==> src/rtl/sram_pkg.sv <==
// Shared constants and state encoding for the SRAM packet read path.
`default_nettype none

package sram_pkg;

   localparam int PAGE_WORDS = 8;
   localparam int PAGE_AW    = 11;
   localparam int DW         = 16;
   localparam int ECC_W      = 8;

   typedef enum logic [2:0] {
      ST_IDLE  = 3'd0,
      ST_FETCH = 3'd1,
      ST_CAP   = 3'd2,
      ST_DEC   = 3'd3,
      ST_EMIT  = 3'd4
   } rd_state_t;

endpackage

`default_nettype wire

==> src/rtl/sram_ecc_decoder.sv <==
// Page ECC check/correct: code = {parity of all 128 bits, XOR of the indices of all set bits}.
// Any single data-bit flip is located; any two data-bit flips leave parity clean with a nonzero syndrome.
`default_nettype none

module sram_ecc_decoder
   import sram_pkg::*;
(
   input  logic [DW-1:0]    data_0,
   input  logic [DW-1:0]    data_1,
   input  logic [DW-1:0]    data_2,
   input  logic [DW-1:0]    data_3,
   input  logic [DW-1:0]    data_4,
   input  logic [DW-1:0]    data_5,
   input  logic [DW-1:0]    data_6,
   input  logic [DW-1:0]    data_7,
   input  logic [ECC_W-1:0] code,
   output logic [DW-1:0]    out_0,
   output logic [DW-1:0]    out_1,
   output logic [DW-1:0]    out_2,
   output logic [DW-1:0]    out_3,
   output logic [DW-1:0]    out_4,
   output logic [DW-1:0]    out_5,
   output logic [DW-1:0]    out_6,
   output logic [DW-1:0]    out_7,
   output logic             single_err,
   output logic             double_err
);

   localparam int BITS  = PAGE_WORDS * DW;
   localparam int POS_W = ECC_W - 1;

   logic [BITS-1:0]  flat;
   logic [BITS-1:0]  fixed;
   logic             par;
   logic [POS_W-1:0] pos;
   logic [POS_W-1:0] syn;

   assign flat = {data_7, data_6, data_5, data_4, data_3, data_2, data_1, data_0};

   always_comb begin
      par = 1'b0;
      pos = '0;
      for (int i = 0; i < BITS; i++) begin
         if (flat[i]) begin
            par = ~par;
            pos = pos ^ POS_W'(i);
         end
      end
   end

   assign syn        = pos ^ code[POS_W-1:0];
   assign single_err = par ^ code[ECC_W-1];
   assign double_err = ~single_err & (|syn);
   assign fixed      = flat ^ (single_err ? (BITS'(1) << syn) : '0);

   assign out_0 = fixed[0*DW +: DW];
   assign out_1 = fixed[1*DW +: DW];
   assign out_2 = fixed[2*DW +: DW];
   assign out_3 = fixed[3*DW +: DW];
   assign out_4 = fixed[4*DW +: DW];
   assign out_5 = fixed[5*DW +: DW];
   assign out_6 = fixed[6*DW +: DW];
   assign out_7 = fixed[7*DW +: DW];

endmodule

`default_nettype wire

==> src/rtl/sram_packet_reader.sv <==
// Walks a packet's page chain, fetches and ECC-corrects each page, streams its words and frees the page.
`default_nettype none

module sram_packet_reader
   import sram_pkg::*;
(
   input  logic               clk,
   input  logic               rst_n,
   input  logic               rd_start,
   input  logic [15:0]        rd_head_addr,
   input  logic [15:0]        rd_tail_addr,
   output logic               rd_busy,
   output logic               sram_rd_en,
   output logic [PAGE_AW+2:0] sram_rd_addr,
   input  logic [DW-1:0]      sram_dout,
   output logic [PAGE_AW-1:0] jt_rd_addr,
   input  logic [15:0]        jt_dout,
   output logic [PAGE_AW-1:0] ec_rd_addr,
   input  logic [ECC_W-1:0]   ec_dout,
   output logic               np_free_vld,
   output logic [PAGE_AW-1:0] np_free_page,
   output logic               rd_xfer_data_vld,
   output logic [DW-1:0]      rd_xfer_data,
   output logic               rd_end_of_packet,
   output logic               rd_ecc_corrected,
   output logic               rd_ecc_fatal
);

   rd_state_t          state_q;
   logic [2:0]         k_q;
   logic [3:0]         cnt_q;
   logic [3:0]         lc_q;
   logic               first_q;
   logic [PAGE_AW-1:0] page_q, tail_q, next_q;
   logic [ECC_W-1:0]   code_q;
   logic [DW-1:0]      buf_q [PAGE_WORDS];

   logic               busy_q, rd_en_q, free_vld_q, vld_q, eop_q, corr_q, fatal_q;
   logic [PAGE_AW+2:0] rd_addr_q;
   logic [PAGE_AW-1:0] tab_addr_q, free_page_q;
   logic [DW-1:0]      data_q;

   logic               last_page;
   logic [3:0]         page_n;
   logic [DW-1:0]      din  [PAGE_WORDS];
   logic [DW-1:0]      dout [PAGE_WORDS];
   logic               single_err, double_err;
   logic               unused_w;

   assign unused_w  = ^{rd_head_addr[15:PAGE_AW], rd_tail_addr[15:PAGE_AW], jt_dout[15:PAGE_AW]};
   assign last_page = (page_q == tail_q);
   assign page_n    = last_page ? lc_q : 4'(PAGE_WORDS);

   // Word 7 is decoded straight off the RAM port so the flags line up with the page release.
   for (genvar K = 0; K < PAGE_WORDS; K++) begin : g_din
      if (K == PAGE_WORDS - 1) begin : g_tail
         assign din[K] = (page_n == 4'(PAGE_WORDS)) ? sram_dout : '0;
      end else begin : g_body
         assign din[K] = (4'(K) < page_n) ? buf_q[K] : '0;
      end
   end

   sram_ecc_decoder u_dec (
      .data_0(din[0]), .data_1(din[1]), .data_2(din[2]), .data_3(din[3]),
      .data_4(din[4]), .data_5(din[5]), .data_6(din[6]), .data_7(din[7]),
      .code(code_q),
      .out_0(dout[0]), .out_1(dout[1]), .out_2(dout[2]), .out_3(dout[3]),
      .out_4(dout[4]), .out_5(dout[5]), .out_6(dout[6]), .out_7(dout[7]),
      .single_err(single_err), .double_err(double_err)
   );

   always_ff @(posedge clk) begin
      if (!rst_n) begin
         state_q     <= ST_IDLE;
         k_q         <= '0;
         cnt_q       <= '0;
         lc_q        <= '0;
         first_q     <= 1'b0;
         page_q      <= '0;
         tail_q      <= '0;
         next_q      <= '0;
         code_q      <= '0;
         busy_q      <= 1'b0;
         rd_en_q     <= 1'b0;
         rd_addr_q   <= '0;
         tab_addr_q  <= '0;
         free_vld_q  <= 1'b0;
         free_page_q <= '0;
         vld_q       <= 1'b0;
         data_q      <= '0;
         eop_q       <= 1'b0;
         corr_q      <= 1'b0;
         fatal_q     <= 1'b0;
      end else begin
         free_vld_q <= 1'b0;
         corr_q     <= 1'b0;
         fatal_q    <= 1'b0;
         case (state_q)
            ST_IDLE: begin
               if (rd_start) begin
                  page_q     <= rd_head_addr[PAGE_AW-1:0];
                  tail_q     <= rd_tail_addr[PAGE_AW-1:0];
                  first_q    <= 1'b1;
                  busy_q     <= 1'b1;
                  k_q        <= '0;
                  rd_en_q    <= 1'b1;
                  rd_addr_q  <= {rd_head_addr[PAGE_AW-1:0], 3'd0};
                  tab_addr_q <= rd_head_addr[PAGE_AW-1:0];
                  state_q    <= ST_FETCH;
               end
            end
            ST_FETCH: begin
               if (k_q != 3'd0) buf_q[k_q - 3'd1] <= sram_dout;
               if (k_q == 3'd1) begin
                  next_q <= jt_dout[PAGE_AW-1:0];
                  code_q <= ec_dout;
                  // Raw header word: length L sits in [15:7]; only L mod 8 matters.
                  if (first_q) lc_q <= (sram_dout[9:7] == 3'd0) ? 4'd8 : {1'b0, sram_dout[9:7]};
               end
               if (k_q == 3'd7) begin
                  rd_en_q <= 1'b0;
                  state_q <= ST_CAP;
               end else begin
                  k_q       <= k_q + 3'd1;
                  rd_addr_q <= {page_q, k_q + 3'd1};
               end
            end
            ST_CAP: begin
               for (int i = 0; i < PAGE_WORDS; i++) buf_q[i] <= dout[i];
               free_vld_q  <= 1'b1;
               free_page_q <= page_q;
               corr_q      <= single_err;
               fatal_q     <= double_err;
               state_q     <= ST_DEC;
            end
            ST_DEC: begin
               vld_q   <= 1'b1;
               data_q  <= buf_q[0];
               eop_q   <= last_page && (page_n == 4'd1);
               cnt_q   <= 4'd1;
               first_q <= 1'b0;
               state_q <= ST_EMIT;
            end
            ST_EMIT: begin
               if (cnt_q != page_n) begin
                  vld_q  <= 1'b1;
                  data_q <= buf_q[cnt_q[2:0]];
                  eop_q  <= last_page && (cnt_q == page_n - 4'd1);
                  cnt_q  <= cnt_q + 4'd1;
               end else begin
                  vld_q <= 1'b0;
                  eop_q <= 1'b0;
                  if (last_page) begin
                     busy_q  <= 1'b0;
                     state_q <= ST_IDLE;
                  end else begin
                     page_q     <= next_q;
                     k_q        <= '0;
                     rd_en_q    <= 1'b1;
                     rd_addr_q  <= {next_q, 3'd0};
                     tab_addr_q <= next_q;
                     state_q    <= ST_FETCH;
                  end
               end
            end
            default: state_q <= ST_IDLE;
         endcase
      end
   end

   assign rd_busy          = busy_q;
   assign sram_rd_en       = rd_en_q;
   assign sram_rd_addr     = rd_addr_q;
   assign jt_rd_addr       = tab_addr_q;
   assign ec_rd_addr       = tab_addr_q;
   assign np_free_vld      = free_vld_q;
   assign np_free_page     = free_page_q;
   assign rd_xfer_data_vld = vld_q;
   assign rd_xfer_data     = data_q;
   assign rd_end_of_packet = eop_q;
   assign rd_ecc_corrected = corr_q;
   assign rd_ecc_fatal     = fatal_q;

endmodule

`default_nettype wire
==> config.mk <==
export PLATFORM = sky130hd
export DESIGN_NAME = sram_packet_reader
export DESIGN_NICKNAME = d
export VERILOG_FILES = /design/src/rtl/sram_pkg.sv /design/src/rtl/sram_ecc_decoder.sv /design/src/rtl/sram_packet_reader.sv
export SDC_FILE = /design/constraint.sdc
export NUM_CORES = 1
export LEC_CHECK = 0
export BUFFER_PORTS_ARGS = -buffer_cell sky130_fd_sc_hd__buf_2
export CORE_UTILIZATION = 54
export CTS_CLUSTER_SIZE = 40
export DETAILED_ROUTE_END_ITERATION = 8
export GPL_TIMING_DRIVEN = 0
export PLACE_DENSITY = 0.73
export SYNTH_ARGS = -nofsm -noshare
export SYNTH_HDL_FRONTEND = slang
export SYNTH_SLANG_ARGS = --single-unit
==> constraint.sdc <==
create_clock -name clk -period 7.3 [get_ports clk]
set_input_delay 1.46 -clock clk [delete_from_list [all_inputs] [get_ports clk]]
set_output_delay 1.46 -clock clk [all_outputs]
set_load 0.01 [all_outputs]
==> flow_summary.json <==
{
  "grt_pass1_wl_um": 108800,
  "yosysSeqAreaShare_pct": 32.86,
  "syn_area_sq_um": 18090,
  "ys_types": 82,
  "hold_viol_final": 0,
  "dr.pass1.iters": 7,
  "synth.most_common_cell": "nand2_1",
  "synthArstFlopShare_pct": 0,
  "cts_root_buffer": "clkbuf_16",
  "irDropWorstVdd_mv": 0.2247,
  "critPathLaunchType": "flip-flop",
  "synth-edff-count": 128,
  "cts_buffers": 28,
  "grt_start_max_net_pins": 17,
  "whs_ns": 0.4619,
  "grt_pass1_vias": 15960,
  "final_max_slew_viol_count": 1,
  "viasPerCell": 6.642,
  "overflow": 0,
  "tightest_slew_ns": 1.498,
  "slew_headroom_pct": -0.2367,
  "syn-num-nets": 2097,
  "clk_latency_ns": 0.60,
  "num-nets-final": 2258,
  "io_buffers": 123,
  "hold_depth": 2,
  "area_delta_synth_final_pct": 12.62,
  "drt-total-wl_um": 76400,
  "violations": "capacitance limit, slew limit, setup timing",
  "hp-class": "reg2reg",
  "die-height_um": 185.1,
  "num_vias": 17510,
  "ys.flop_type": "edfxtp_1",
  "htreeDepth": 1,
  "yosysWarnings": 0,
  "yosysTopAreaCellShare_pct": 21.24,
  "critPathSlowestCell": "o21ai_0",
  "dieArea_sq_um": 34240,
  "layout.cells.non_filler": 2636,
  "cpMostUsedCell": "xnor2_1",
  "worstSetupPathType": "reg2reg",
  "fin_ws_ns": -0.08982,
  "cts_tree": "yes",
  "min_period_ns": 7.390,
  "ant_nets": 0,
  "drive_above_1_share_pct": 14.14,
  "fp.dieW_um": 185.1,
  "fin_crit_sh_pct": 101.2,
  "setup.worst_path.end_class": "flip-flop",
  "skew_ns": 0.01952,
  "cpPeakStageDelay_ns": 0.75,
  "status": "complete, but fails checks",
  "fp-row-count": 66,
  "synth_top_cell_by_area": "edfxtp_1",
  "initial_core_util_pct": 55.19,
  "dp_cells": 2584,
  "detailedPlace.worstSlack_ns": -0.2444,
  "powerDensity_nw_per_um2": 249.8,
  "synth_seq_cells": 233,
  "synth_common_cells": "347 x nand2_1, 268 x xnor2_1, 173 x a21oi_1",
  "yosys-top-cells-area": "edfxtp_1 21%, xnor2_1 13%, dfxtp_1 12%",
  "critPathArrivalTime_ns": 7.70,
  "power.leakage_nw": 7.911,
  "dr.first_iter.drc_count": 2774,
  "clockBufferDepth": 3,
  "gp_congestion": 1.095,
  "coreArea_sq_um": 32780,
  "required_ns": 7.61,
  "drc": 0,
  "dp_hpwl_um": 58950,
  "max_clock_freq_mhz": 135.3,
  "io_pins": 145,
  "antenna_found_initial": 1,
  "synthCells": 2012,
  "cts.sinks": 233,
  "worstRegToRegCells": 20,
  "cap_violations": 1,
  "path_cells": "xor2_1, nor4_2, and4_1, buf_4, buf_6, buf_2, nand2_1, ha_1, inv_1, nor3b_1, xnor2_1, o21ai_0, xnor3_1, xor3_1, nor2b_1, and3_1, buf_1, nand3_1, xnor2_1, a21oi_1",
  "setup_viol": 11,
  "clk_transition_reported_paths_ns": 0.06,
  "wl_per_cell_um": 28.98,
  "syn_avg_cell_area_sq_um": 8.993,
  "critPathMaxFanout": 10,
  "track_usage_pct": 44.57
}
## cell usage in the layout (no fill, tap or decap), types with 13 or more instances in the layout
cell type  synthesis  routed
a221oi_1          31      30
nor3_1            24      23
xnor2_1          268     268
buf_4             18      21
xor2_1           100     100
dfxtp_1          105     105
nor2b_1           23      23
mux4_2            32      32
a21oi_1          173     173
clkbuf_16          0      29
xnor3_1           25      24
edfxtp_1         128     128
and3_1            13      13
buf_2             16     140
nand2_1          347     347
o21ai_0           29      25
a21boi_0          50      50
nand3_1           77      77
a31oi_1           33      33
inv_1             21      21
nor2_1           102     101
and2_1            13      13
o211a_1           24      24
clkbuf_1         111     111
mux2i_1           33      32
## registers in the layout, summed over array words and instances, names as in the netlist, 3 cells and up, named ones only
register / flops
ec_rd_addr: 11
np_free_page: 11
buf_q: 128
rd_xfer_data: 16
cnt_q: 4
tail_q: 11
sram_rd_addr: 12
state_q: 3
lc_q: 4
k_q: 3
next_q: 11
code_q: 8
## per-stage QoR
step | util (%) | TNS [ns] | instance area [sq um] | total power, mW
2_1_floorplan | - | 0 | 18090 | 2.840
5_1_grt | 62.15 | -0.004069 | 20370 | 5.200
3_3_place_gp | 58.76 | -0.6088 | 19260 | 3.513
3_5_place_dp | 59.19 | -0.8094 | 19410 | 3.542
4_1_cts | 61.96 | 0 | 20310 | 4.923
6_report | 62.16 | -0.4739 | 20380 | 5.090
## path summary, 6_finish.rpt
path	from	to	slack (ns)
max reg2reg	ec_rd_addr[6]$_SDFFE_PN0P_	buf_q[1][15]$_DFFE_PP_	-0.09
max	ec_rd_addr[6]$_SDFFE_PN0P_	buf_q[1][15]$_DFFE_PP_	-0.09
min reg2reg	np_free_page[0]$_SDFFE_PN0P_	np_free_page[0]$_SDFFE_PN0P_	0.46
min	np_free_page[0]$_SDFFE_PN0P_	np_free_page[0]$_SDFFE_PN0P_	0.46
## final cells by class
| cell class | instances | area (sq um) |
|---|---|---|
| antenna | 1 | 2.502 |
| buffer | 160 | 738.2 |
| clock buffer | 43 | 812.0 |
| clock inverter | 7 | 92.59 |
| fill | 2915 | 12410 |
| inverter | 22 | 82.58 |
| multi-input combinational | 1597 | 11440 |
| sequential | 233 | 5946 |
| tap | 442 | 553.0 |
| timing repair buffer | 131 | 709.4 |
## cells by family after synthesis
family | Yosys count | synth area share [%]
multiplexers | 68 | 5.995
XOR/XNOR | 408 | 22.58
AND/OR/NAND/NOR | 662 | 16.53
AO/OA/AOI/OAI | 443 | 16.53
flip-flops | 233 | 32.86
buffers and inverters | 182 | 4.467
adder cells (fa/ha/maj) | 16 | 1.030
## layer usage
| metal | wire (um) | up-vias | GRT usage [%] |
|---|---|---|---|
| li1 | - | 7458 | - |
| met1 | 28790 | 8368 | 60.05 |
| met2 | 31190 | 1362 | 63.47 |
| met3 | 10710 | 321 | 12.09 |
| met4 | 5718 | 0 | 26.94 |
| met5 | 0 | - | 0 |
## worst max-delay path, delay by kind of cell, from the launching register on
family	cells	cell delay (ns)
and+or+nand+nor	7	2.13
xor gates and xnor gates	5	1.61
buffers and inverters	5	1.56
AOI/OAI and AO/OA	2	0.84
DFF	1	0.53
adders and majority gates	1	0.42
## power by group
group	internal [mW]	switching [mW]	leakage (nW)	total [mW]
Sequential	1.41	0.0309	2.01	1.44
Combinational	0.629	1.62	5.47	2.25
Clock	0.803	0.603	0.437	1.41
## what timing repair did
item	4_1_cts	5_1_grt
pin swaps	0	1
buffers inserted	0	1
setup endpoints to repair	8	84
hold buffers	0	0
hold endpoints to repair	0	0
gates cloned	0	0
resized for setup	2	25
Note: power is estimated with default switching activity, not from simulation.
